===== src/rtl/uart_rx_buffered_pkg.sv =====
// Shared definitions for the buffered UART receiver.
// Contents: default bit timing (shared with uart_tx), data width and the
// one-hot receiver FSM state encoding.
package uart_rx_buffered_pkg;

  // 100 MHz system clock, 115200 baud
  localparam int unsigned DEFAULT_CLKS_PER_BIT = 868;
  localparam int unsigned DATA_W               = 8;

  typedef enum logic [4:0] {
    ST_IDLE      = 5'b00001,
    ST_START     = 5'b00010,
    ST_DATA      = 5'b00100,
    ST_STOP      = 5'b01000,
    ST_WAIT_HIGH = 5'b10000
  } rx_state_e;

endpackage


===== src/rtl/sync_fifo.sv =====
// First-word-fall-through synchronous FIFO.
// Ports:
//   i_Clock, i_Reset        clock, synchronous active-high reset
//   i_Push, i_Push_Data     write request and data
//   i_Pop                   read request, ignored while empty
//   o_Valid                 FIFO not empty
//   o_Head                  head entry; holds its last value while empty
//   o_Count                 occupancy 0..DEPTH
//   o_Overflow              one-cycle pulse when a push is dropped
module sync_fifo #(
  parameter int unsigned WIDTH  = 8,
  parameter int unsigned DEPTH  = 16,
  parameter int unsigned ADDR_W = $clog2(DEPTH)
) (
  input  logic              i_Clock,
  input  logic              i_Reset,
  input  logic              i_Push,
  input  logic [WIDTH-1:0]  i_Push_Data,
  input  logic              i_Pop,
  output logic              o_Valid,
  output logic [WIDTH-1:0]  o_Head,
  output logic [ADDR_W:0]   o_Count,
  output logic              o_Overflow
);

  localparam logic [ADDR_W:0] FULL_COUNT = (ADDR_W+1)'(DEPTH);

  logic [WIDTH-1:0]  mem [DEPTH];
  logic [ADDR_W-1:0] wr_ptr;
  logic [ADDR_W-1:0] rd_ptr;
  logic [ADDR_W-1:0] rd_next;
  logic [ADDR_W:0]   count_next;
  logic              do_pop;
  logic              do_push;

  // Full/empty come from the occupancy count; a pop frees the slot a
  // same-cycle push needs when full.
  always_comb begin
    do_pop     = i_Pop && (o_Count != '0);
    do_push    = i_Push && ((o_Count != FULL_COUNT) || do_pop);
    rd_next    = rd_ptr + ADDR_W'(do_pop);
    count_next = o_Count + (ADDR_W+1)'(do_push) - (ADDR_W+1)'(do_pop);
  end

  // Storage array
  always_ff @(posedge i_Clock) begin
    if (do_push) mem[wr_ptr] <= i_Push_Data;
  end

  // Pointers, count and registered head
  always_ff @(posedge i_Clock) begin
    if (i_Reset) begin
      wr_ptr     <= '0;
      rd_ptr     <= '0;
      o_Count    <= '0;
      o_Valid    <= 1'b0;
      o_Head     <= '0;
      o_Overflow <= 1'b0;
    end else begin
      wr_ptr     <= wr_ptr + ADDR_W'(do_push);
      rd_ptr     <= rd_next;
      o_Count    <= count_next;
      o_Valid    <= (count_next != '0);
      o_Overflow <= i_Push && !do_push;
      // New head bypasses the array when it is being written this cycle
      if (count_next != '0) begin
        if (do_push && (wr_ptr == rd_next)) o_Head <= i_Push_Data;
        else                                o_Head <= mem[rd_next];
      end
    end
  end

endmodule


===== src/rtl/uart_rx_buffered.sv =====
// Buffered 8N1 UART receiver (LSB first, idle-high line).
// Two-flop input synchronizer, mid-bit sampling, start-bit glitch
// rejection, framing-error and break detection, FWFT byte FIFO.
// Ports:
//   i_Clock, i_Reset   clock, synchronous active-high reset
//   i_RX_Serial        asynchronous serial input
//   i_RX_Rd            pop request, acts only while o_RX_DV=1
//   o_RX_DV            FIFO not empty
//   o_RX_Byte          FIFO head byte
//   o_Count            FIFO occupancy
//   o_Frame_Err        pulse: stop bit low, nonzero data
//   o_Break            pulse: stop bit low, data 0x00
//   o_Overflow         pulse: good byte dropped, FIFO full
module uart_rx_buffered
  import uart_rx_buffered_pkg::*;
#(
  parameter int unsigned CLKS_PER_BIT = DEFAULT_CLKS_PER_BIT,
  parameter int unsigned FIFO_DEPTH   = 16,
  parameter int unsigned ADDR_W       = $clog2(FIFO_DEPTH)
) (
  input  logic              i_Clock,
  input  logic              i_Reset,
  input  logic              i_RX_Serial,
  input  logic              i_RX_Rd,
  output logic              o_RX_DV,
  output logic [DATA_W-1:0] o_RX_Byte,
  output logic [ADDR_W:0]   o_Count,
  output logic              o_Frame_Err,
  output logic              o_Break,
  output logic              o_Overflow
);

  localparam int unsigned     CNT_W    = $clog2(CLKS_PER_BIT);
  localparam logic [CNT_W-1:0] HALF_CNT = CNT_W'((CLKS_PER_BIT - 1) / 2);
  localparam logic [CNT_W-1:0] FULL_CNT = CNT_W'(CLKS_PER_BIT - 1);

  rx_state_e         state;
  logic              rx_meta;
  logic              rx_sync;
  logic [CNT_W-1:0]  clk_cnt;
  logic [2:0]        bit_idx;
  logic [DATA_W-1:0] shift_reg;
  logic              frame_err_q;
  logic              break_q;
  logic              push_c;

  // Good stop bit on the sample cycle pushes straight into the FIFO
  assign push_c = (state == ST_STOP) && (clk_cnt == FULL_CNT) && rx_sync;

  // Synchronizer and receiver FSM
  always_ff @(posedge i_Clock) begin
    if (i_Reset) begin
      rx_meta     <= 1'b1;
      rx_sync     <= 1'b1;
      state       <= ST_IDLE;
      clk_cnt     <= '0;
      bit_idx     <= '0;
      shift_reg   <= '0;
      frame_err_q <= 1'b0;
      break_q     <= 1'b0;
    end else begin
      rx_meta     <= i_RX_Serial;
      rx_sync     <= rx_meta;
      frame_err_q <= 1'b0;
      break_q     <= 1'b0;
      case (state)
        ST_IDLE: begin
          clk_cnt <= '0;
          bit_idx <= '0;
          if (!rx_sync) state <= ST_START;
        end
        ST_START: begin
          // Line must still be low half a bit later, else it was a glitch
          if (clk_cnt == HALF_CNT) begin
            clk_cnt <= '0;
            state   <= rx_sync ? ST_IDLE : ST_DATA;
          end else begin
            clk_cnt <= clk_cnt + CNT_W'(1);
          end
        end
        ST_DATA: begin
          if (clk_cnt == FULL_CNT) begin
            clk_cnt            <= '0;
            shift_reg[bit_idx] <= rx_sync;
            if (bit_idx == 3'd7) begin
              bit_idx <= '0;
              state   <= ST_STOP;
            end else begin
              bit_idx <= bit_idx + 3'd1;
            end
          end else begin
            clk_cnt <= clk_cnt + CNT_W'(1);
          end
        end
        ST_STOP: begin
          if (clk_cnt == FULL_CNT) begin
            clk_cnt <= '0;
            if (rx_sync) begin
              state <= ST_IDLE;
            end else begin
              state <= ST_WAIT_HIGH;
              if (shift_reg == '0) break_q     <= 1'b1;
              else                 frame_err_q <= 1'b1;
            end
          end else begin
            clk_cnt <= clk_cnt + CNT_W'(1);
          end
        end
        ST_WAIT_HIGH: begin
          // Held-low line reports once, then waits for idle
          clk_cnt <= '0;
          if (rx_sync) state <= ST_IDLE;
        end
        default: begin
          state   <= ST_IDLE;
          clk_cnt <= '0;
          bit_idx <= '0;
        end
      endcase
    end
  end

  assign o_Frame_Err = frame_err_q;
  assign o_Break     = break_q;

  sync_fifo #(
    .WIDTH  (DATA_W),
    .DEPTH  (FIFO_DEPTH),
    .ADDR_W (ADDR_W)
  ) u_fifo (
    .i_Clock     (i_Clock),
    .i_Reset     (i_Reset),
    .i_Push      (push_c),
    .i_Push_Data (shift_reg),
    .i_Pop       (i_RX_Rd),
    .o_Valid     (o_RX_DV),
    .o_Head      (o_RX_Byte),
    .o_Count     (o_Count),
    .o_Overflow  (o_Overflow)
  );

endmodule


===== config.mk =====
export PLATFORM = sky130hd
export DESIGN_NAME = uart_rx_buffered
export DESIGN_NICKNAME = d
export VERILOG_FILES = /design/src/rtl/uart_rx_buffered_pkg.sv /design/src/rtl/sync_fifo.sv /design/src/rtl/uart_rx_buffered.sv
export SDC_FILE = /design/constraint.sdc
export NUM_CORES = 1
export LEC_CHECK = 0
export CAP_MARGIN = 20
export CORE_MARGIN = 5
export CORE_UTILIZATION = 55
export DETAILED_ROUTE_END_ITERATION = 16
export PLACE_DENSITY = 0.81
export SYNTH_ARGS = -nofsm -noshare
export SYNTH_HDL_FRONTEND = slang
export SYNTH_HIERARCHICAL = 1
export SYNTH_SLANG_ARGS = --single-unit
export TNS_END_PERCENT = 5

===== constraint.sdc =====
create_clock -name i_Clock -period 3.9 [get_ports i_Clock]
set_input_delay 0.78 -clock i_Clock [delete_from_list [all_inputs] [get_ports i_Clock]]
set_output_delay 0.78 -clock i_Clock [all_outputs]
set_load 0.01 [all_outputs]

## Word-level counts from Yosys, hierarchy flattened

Memories as Yosys holds them, arrays and structs flattened. A register that Yosys moved wholly into a read port is not among the register bits.
Cells that the tools add are included.

| operators by class | value |
|---|---|
| add/subtract/negate cells | 6 |
| magnitude comparators | 2 |
| eq/ne operators | 15 |
| mux-type cells | 22 |
| bitwise logic cells | 3 |
| reduce and logical (&&, ||, !) cells | 17 |

Operators by type and width:

| cell | count |
|---|---|
| 2-to-1 mux 5 bit | 7 |
| one-hot mux 5 bit (5 select lines) | 1 |
| 2-to-1 mux 10 bit | 2 |
| one-hot mux 10 bit (2 select lines) | 1 |
| adder 10 x 1 -> 10 bit, second input constant | 1 |
| equality test 10 bit, second input constant | 1 |
| equality test 10 x 9 -> 1 bit, second input constant | 1 |
| != test 2 bit, second input constant | 5 |
| nonzero test 5 bit | 2 |
| 2-to-1 mux 3 bit | 3 |
| adder 4 x 1 -> 4 bit | 2 |
| bitwise mux 8 bit | 1 |
| zero test 8 bit | 1 |
| logical AND 1 bit | 6 |
| one-hot mux 3 bit (2 select lines) | 1 |
| AND reduction 6 bit | 1 |
| adder 5 x 1 -> 5 bit | 1 |
| equality test 5 x 1 -> 1 bit, second input constant | 1 |
| equality test 5 x 2 -> 1 bit, second input constant | 1 |
| equality test 5 x 3 -> 1 bit, second input constant | 1 |
| equality test 5 x 4 -> 1 bit, second input constant | 1 |
| equality test 5 bit, second input constant | 1 |
| 2-to-1 mux 1 bit | 5 |
| != test 5 bit, second input constant | 1 |
| other kinds (14) | 17 |

| storage, ports and cells | value |
|---|---|
| register bits | 45 |
| RAM bits | 128 |
| output and inout port bits | 17 |
| memories | 1 |

Memories:

| name | words | width | rd ports | clocked after Yosys merged registers in | wr ports | RTL line | text |
|---|---|---|---|---|---|---|---|
| u_fifo.mem | 16 | 8 | 1 | 1 | 1 | sync_fifo.sv:28 | `logic [WIDTH-1:0] mem [DEPTH];` |

## Longest topological paths before layout

Gate-level depths: netlist (run 1).

| logic depth | value |
|---|---|
| depth after elaboration | 7 |
| mapped depth | 17 |
| gate-level depth less buffers | 16 |

## Hierarchy

The synthesis (run 1) kept the hierarchy.

By module, submodules not included:

| module | instances | cells an instance | area an instance (um^2) | seq. area each (um^2) |
|---|---|---|---|---|
| sync_fifo | 1 | 456 | 6157.2 | 4304.1 |
| uart_rx_buffered | 1 | 180 | 1559.0 | 600.6 |

## Worst setup path after synthesis (run 1)

No wires, ideal clock.

| timing path | value |
|---|---|
| path type | register to register |
| from | register clk_cnt[2] |
| to | register u_fifo.o_Head[6], read port of u_fifo.mem |
| setup time | 117 ps |
| arrival | 3610 ps |
| data required time | 3783 ps |
| setup slack | 173 ps |
| cell stages (with the launch flop) | 16 |
| buffers on the path | 1 |
| path through | dfxtp_1 -> or3b_4 -> or4b_4 -> nor3_1 -> nand2_1 -> o21ai_0 -> ha_1 -> inv_1 -> fa_1 -> nand2b_1 -> a21oi_1 -> xnor2_1 -> nand4_1 -> nor2b_1 -> clkbuf_1 -> a32o_1 |

| on the way | value |
|---|---|
| longest elaborated chain between the ends | 7 |

RTL lines:

| what | RTL line | text |
|---|---|---|
| start: declaration | uart_rx_buffered.sv:40 | `logic [CNT_W-1:0] clk_cnt;` |
| start signal: assignment | uart_rx_buffered.sv:78 | `clk_cnt <= clk_cnt + CNT_W'(1);` |
| start signal: assignment | uart_rx_buffered.sv:92 | `clk_cnt <= clk_cnt + CNT_W'(1);` |
| start signal: assignment | uart_rx_buffered.sv:106 | `clk_cnt <= clk_cnt + CNT_W'(1);` |
| equality test 10 bit | uart_rx_buffered.sv:48 | `assign push_c = (state == ST_STOP) && (clk_cnt == FULL_CNT) && rx_sync;` |
| logical AND 1 bit (2 in series) | uart_rx_buffered.sv:48 |  |
| net push_c | uart_rx_buffered.sv:45 | `logic push_c;` |
| logical AND 1 bit | sync_fifo.sv:40 | `do_push = i_Push && ((o_Count != FULL_COUNT) \|\| do_pop);` |
| adder 5 x 1 -> 5 bit | sync_fifo.sv:42 | `count_next = o_Count + (ADDR_W+1)'(do_push) - (ADDR_W+1)'(do_pop);` |
| subtractor 5 x 1 -> 5 bit | sync_fifo.sv:42 |  |
| nonzero test 5 bit | sync_fifo.sv:66 | `if (count_next != '0) begin` |
| end: declaration | sync_fifo.sv:21 | `output logic [WIDTH-1:0] o_Head,` |

The timed path passes the listed nets, and every way through them passes these cells.
A chain may end at the register's enable or synchronous reset.

## Worst setup path in the final report (run 1)

| timing path | value |
|---|---|
| from | register clk_cnt[8] |
| to | register u_fifo.o_Head[6], read port of u_fifo.mem |

The elaborated chain is that of the path after synthesis.

==> flow_summary.yaml, run 1 <==
status:
  status: "complete, no violations"
grt:
  grt_max_degree: 34
  grt_usage_pct: 20.1
  grt_pass1_vias: 4890
  antenna_found_initial: 0
  grt-ovfl-total: 0
  grt_pass1_wl_um: 25800
cts:
  cts.htree.levels: 4
  hold_buffers: 0
  worst_skew_pair.late_latency_ns: 0.43
  root_buffer: "clkbuf_16"
  clock_path_buffers: 2
  cts.sinks: 181
  numCtsBuffers: 17
  cts_tree: "yes"
  clk_pin_slew_ns: 0.07
synth:
  syn-num-nets: 654
  ys_seq_area_share_pct: 63.6
  synth.avg_cell_area_um2: 12.1
  yosys.area_share.simple_pct: 17.4
  synthAdderAreaFrac_pct: 2.37
  synthCells: 636
  synth_flop_cell: "edfxtp_1"
  synth_edf_count: 128
  synth_top_area_cell: "edfxtp_1"
  synth_cell_type_count: 54
  synth_xor_area_share_pct: 3.06
  synth_top_family_by_area: "simple AND/OR/NAND/NOR gates"
  synthMuxAreaShare_pct: 5.63
  synth_common_cells: "edfxtp_1, nand2_1, nor2_1"
  synth-compound-area-share_pct: 5.12
  yosys.area.top_type_share_pct: 49.8
  syn_area_mm2: 0.00772
  synth_most_common_cell: "edfxtp_1"
  ys_seq_elements: 181
  async_reset_ff_share_pct: 0
  synth.area.top_cells: "edfxtp_1, dfxtp_1, mux2i_1, nand2_1, nand3_1"
  yosysWarnings: 6
min_path:
  worstHoldStart: "rx_meta"
  hold_end: "rx_sync"
  min_path_cells: 1
  hp-class: "reg2reg"
setup_path:
  r2r_slack_ns: 0.12
  critPathMaxFanout: 5
  worstSetupStartpointType: "flip-flop"
  reg2reg_depth: 15
  r2r_start: "clk_cnt[8]"
  end_kind: "flip-flop"
  arrival_ns: 4.10
  crit_required_ns: 4.22
  r2r-end: "u_fifo/o_Head[6]"
  setup.worst_path.class: "reg2reg"
power_and_ir_drop:
  powerDensity_mw_per_mm2: 580
  leakagePower_uw: 0.00307
  ir_worst_vdd_v: 0.000528
layout:
  fillers: 981
  largest_reg_flops: 128
  layout.core_utilization_pct: 63.4
  final_cells: 861
  final_nets: 686
  regMostFlops: "u_fifo/mem"
  n_antenna_cell: 0
  area_growth_pct: 13.7
  final_layout_size_suffix_gt1_share_pct: 12.3
  reg_top3: "u_fifo/mem: 128 flops, clk_cnt: 10 flops"
  register_area_mm2: 0.00491
  multi_input_area_mm2: 0.00263
floorplanning:
  core_mm2: 0.0138
  io_pins: 21
  die_x_um: 128
  row_count: 43
  start_util_pct: 55.8
  dieArea_mm2: 0.0165
  die_height_um: 128
sta:
  worstMarginPinSlew_ns: 0.917
  setup-violations-final: 0
  period_needed_ns: 3.78
  hold_viol: 0
  relSlewSlack_pct: 38.7
  skew_ns: 0.0117
  max_freq_mhz: 265
  post-route-period-util_pct: 96.8
  slew_viol_final: 0
placed_design:
  dpl.hpwl_um: 10400
  place_inst: 827
  port_buffers: 20
  globalplace.congestion: 0.860
job:
  maxCapViolCount: 0
drt:
  ant_nets: 0
  vias_per_cell: 5.87
  post-route-drc-count: 0
  routed-via-count: 5052
  drt_first_pass_iters: 5
  drt_iter0_drc: 586
  avgRoutedWirePerCell_um: 18.5
  wl_um: 15900
cells in the final DEF (no fill, tap or decap), types with 5 or more instances in the layout:
cell             synthesis  final
xor2_1                   8      7
nor2b_1                 16     15
nand4_1                 18     18
mux2i_1                 40     40
a21oi_1                  8      8
dfxtp_1                 53     52
a32o_1                   8      8
ha_1                    13     11
a31oi_1                  8      8
inv_6                    0      5
xnor2_1                 14     14
clkdlybuf4s50_1          0     20
nand3_1                 50     50
inv_1                   13     13
nor2_1                  56     56
edfxtp_1               128    128
clkbuf_16                0     17
a22oi_1                 16     16
nand2_1                 79     79
or2_2                    9      9
nor3_1                  10      9
buf_4                    0     27
nor4_1                  10     10
per-layer routing:
layer,global-route usage (%),wire length (um)
met5,0,0
met4,6.24,214
met3,4.32,949
met2,33.7,7930
met1,26.3,6840
metrics by stage:
step	setup slack [ns]	power, uW	setup TNS (ns)	hold slack [ns]	instance area [um2]
CTS	0.0379	5080	0	0.418	8740
detailed placement	-0.0842	3480	-0.392	0.399	8180
finish	0.123	5090	0	0.416	8770
global placement	0.119	3430	0	0.394	8180
floorplan	0.173	3080	0	0.389	7720
global route	-0.0274	5310	-0.0529	0.443	8770
worst max path at each step:
stage,start,endpoint,slack (ns),cells after the start
after floorplan,clk_cnt[2],u_fifo/o_Head[6],0.17,15
after global placement,clk_cnt[2],u_fifo/o_Head[6],0.12,14
after detailed placement,clk_cnt[8],u_fifo/o_Head[6],-0.08,14
after CTS,clk_cnt[8],u_fifo/o_Head[6],0.04,14
after global routing,clk_cnt[8],u_fifo/o_Head[6],-0.03,15
final,clk_cnt[8],u_fifo/o_Head[6],0.12,15
timing repair:
item / CTS / global route
buffers inserted: 0 / 1
setup endpoints to repair: 8 / 8
gates resized for setup: 3 / 4
pin swaps: 1 / 1
gates cloned: 0 / 1
power breakdown:
group / internal, uW / switching (uW) / leakage [uW]
Sequential: 2110 / 69.3 / 0.00162
Clock: 889 / 724 / 0.000265
Combinational: 597 / 698 / 0.00119
Total: 3600 / 1490 / 0.00307
cells by family (layout without fill, tap and decap cells):
family,Yosys count,after routing
flops,181,181
buf+inv,48,92
mux,43,43
fa+ha+maj,14,14
simple gates,272,273
compound gates,54,54
xor+xnor,24,24
area by class of cell:
cell class	instances	area share, %
clock buffers	19	4.94
inverters	13	0.556
clock inverters	13	1.41
repair buffers	47	4.59
flip-flops and latches	181	55.9
multi-input cells	408	30.0
well taps	180	2.57
critical path, cell delays in order, from the launching register on:
cell      delay, ns
dfxtp_1        0.32
or3b_4         0.41
or4b_4         0.60
nor3_4         0.19
nand2_1        0.10
o21ai_1        0.16
ha_2           0.22
inv_1          0.05
fa_1           0.39
nand2b_1       0.16
a21oi_1        0.16
xnor2_1        0.17
nand4_1        0.11
buf_4          0.18
nor2b_4        0.14
a32o_1         0.30
No activity file was read; power rests on OpenSTA's default activity.
==> inputs of run 2 (changes only) <==
CELL_PAD_IN_SITES_DETAIL_PLACEMENT = 2   (was unset)
CELL_PAD_IN_SITES_GLOBAL_PLACEMENT = 2   (was unset)
CORE_UTILIZATION = 39   (was 55)
PLACE_DENSITY = 0.82   (was 0.81)
==> flow_summary.yaml, run 2 (synthesis gave the netlist of run 1 again) <==
sta:
  setup-violations-final: 0
  max_freq_mhz: 264
  relSlewSlack_pct: 33.8
  slew_viol_final: 0
  skew_ns: 0.0117
  post-route-period-util_pct: 97.2
  period_needed_ns: 3.79
  whs_ns: 0.414
  hold_viol: 0
  worstMarginPinSlew_ns: 0.992
setup_path:
  reg2reg_depth: 15
  cpMaxStageDelayCell: "or4b_4"
  worstSetupStartpointType: "flip-flop"
  setup.worst_path.class: "reg2reg"
  cp_cell_sequence: "or3b_4 > or4b_4 > nor3_4 > nand2_1 > o21ai_1 > ha_2 > inv_1 > fa_2 > nand2b_1 > a21oi_2 > xnor2_2 > nand4_1 > buf_4 > nor2b_2 > a32o_1"
  arrival_ns: 4.11
  end_kind: "flip-flop"
  r2r_slack_ns: 0.11
  worst_path_largest_cell_delay_ns: 0.53
  critPathMaxFanout: 4
  crit_required_ns: 4.22
layout:
  reg_top3: "u_fifo/mem: 128 flops, clk_cnt: 10 flops"
  n_antenna_cell: 0
  final_nets: 690
  regMostFlops: "u_fifo/mem"
  final_cells: 950
  largest_reg_flops: 128
  area_growth_pct: 16.8
  final_cell_mix: "edfxtp_1, nand2_1, nor2_1"
  final_layout_size_suffix_gt1_share_pct: 13.1
  final_common_cell: "edfxtp_1"
grt:
  grt_usage_pct: 20.8
  antenna_found_initial: 0
  grt-ovfl-total: 0
  grt_pass1_vias: 5944
  grt_pass1_wl_um: 34900
  grt_max_degree: 38
drt:
  wl_um: 22100
  drt_first_pass_iters: 4
  ant_nets: 0
  vias_per_cell: 5.50
  avgRoutedWirePerCell_um: 23.2
  post-route-drc-count: 0
  routed-via-count: 5229
  drt_iter0_drc: 360
cts:
  root_buffer: "clkbuf_16"
  hold_buffers: 0
  clock_path_buffers: 2
  cts.sinks: 181
  cts.htree.levels: 4
  numCtsBuffers: 17
  worst_skew_pair.late_latency_ns: 0.44
  cts_tree: "yes"
  clk_pin_slew_ns: 0.06
power_and_ir_drop:
  p_clk_share_pct: 33.5
  power.share.sequential_pct: 39.5
  ir_worst_vdd_v: 0.000323
  p_int_uw: 3890
  powerDensity_mw_per_mm2: 617
  leakagePower_uw: 0.00313
  switchingPower_uw: 1670
  swShare_pct: 30.1
  comb_power_share_pct: 27.1
placed_design:
  dpl.hpwl_um: 14600
  port_buffers: 20
  globalplace.congestion: 0.796
  place_inst: 916
floorplanning:
  dieArea_mm2: 0.0227
  row_count: 51
  die_x_um: 151
  io_pins: 21
  start_util_pct: 39.6
  core_mm2: 0.0195
  die_height_um: 151
min_path:
  min_path_cells: 1
  hp-class: "reg2reg"
job:
  maxCapViolCount: 0
status:
  status: "complete, no violations"
## run 2: final timing paths
path	from	endpoint
hold / removal	rx_meta	rx_sync
setup / recovery	clk_cnt[8]	u_fifo/o_Head[7]
setup reg to reg	clk_cnt[8]	u_fifo/o_Head[7]
hold reg to reg	rx_meta	rx_sync
## run 2: worst max-delay path, delay by kind of cell, from the launching register on
kind	cells	cell delay, ns
compound gates	3	0.67
xor+xnor	1	0.16
fa+ha+maj	2	0.55
simple gates	7	1.71
buf+inv	2	0.25
flops	1	0.33
## run 2: routing by layer
metal	global-route usage, %	routed length (um)	vias to the layer above
met4	8.20	594	0
met1	25.6	9220	2678
met5	0	0	-
li1	-	-	2393
met2	35.7	11400	120
met3	4.46	897	38
## run 2: area by class of cell
class,count,area [um2]
timing repair buffer,51,445
fill,1924,10400
tap,265,332
inverter,13,48.8
clock buffer,18,429
multi-input combinational,408,2650
clock inverter,14,208
sequential,181,4910
## run 2: power by group through the flow
| stage | sequential, uW | combinational, uW | clock, uW |
|---|---|---|---|
| 4_1_cts | 2190 | 1460 | 1900 |
| 5_1_grt | 2200 | 1630 | 1990 |
| 3_3_place_gp | 2220 | 1290 | 0 |
| 3_5_place_dp | 2230 | 1420 | 0 |
| 2_1_floorplan | 2230 | 856 | 0 |
| 6_report | 2200 | 1500 | 1860 |
## run 2: what timing repair did
item / CTS / global route
endpoints found under the setup margin: 9 / 8
pin swaps: 1 / 4
cloned: 1 / 0
resized for setup: 3 / 8
setup buffers: 1 / 0
## run 2: metrics by stage
| step | util [%] | area, um2 | TNS (ns) | power (uW) | worst slack, ns |
|---|---|---|---|---|---|
| final | 46.3 | 9020 | 0 | 5560 | 0.109 |
| after global routing | 46.3 | 9020 | -0.0277 | 5820 | -0.0277 |
| after CTS | 46.2 | 8990 | 0 | 5560 | 0.0248 |
| after detailed placement | 42.8 | 8320 | -1.08 | 3650 | -0.161 |
| after global placement | 42.8 | 8320 | 0 | 3520 | 0.137 |
| after floorplan | - | 7720 | 0 | 3080 | 0.173 |
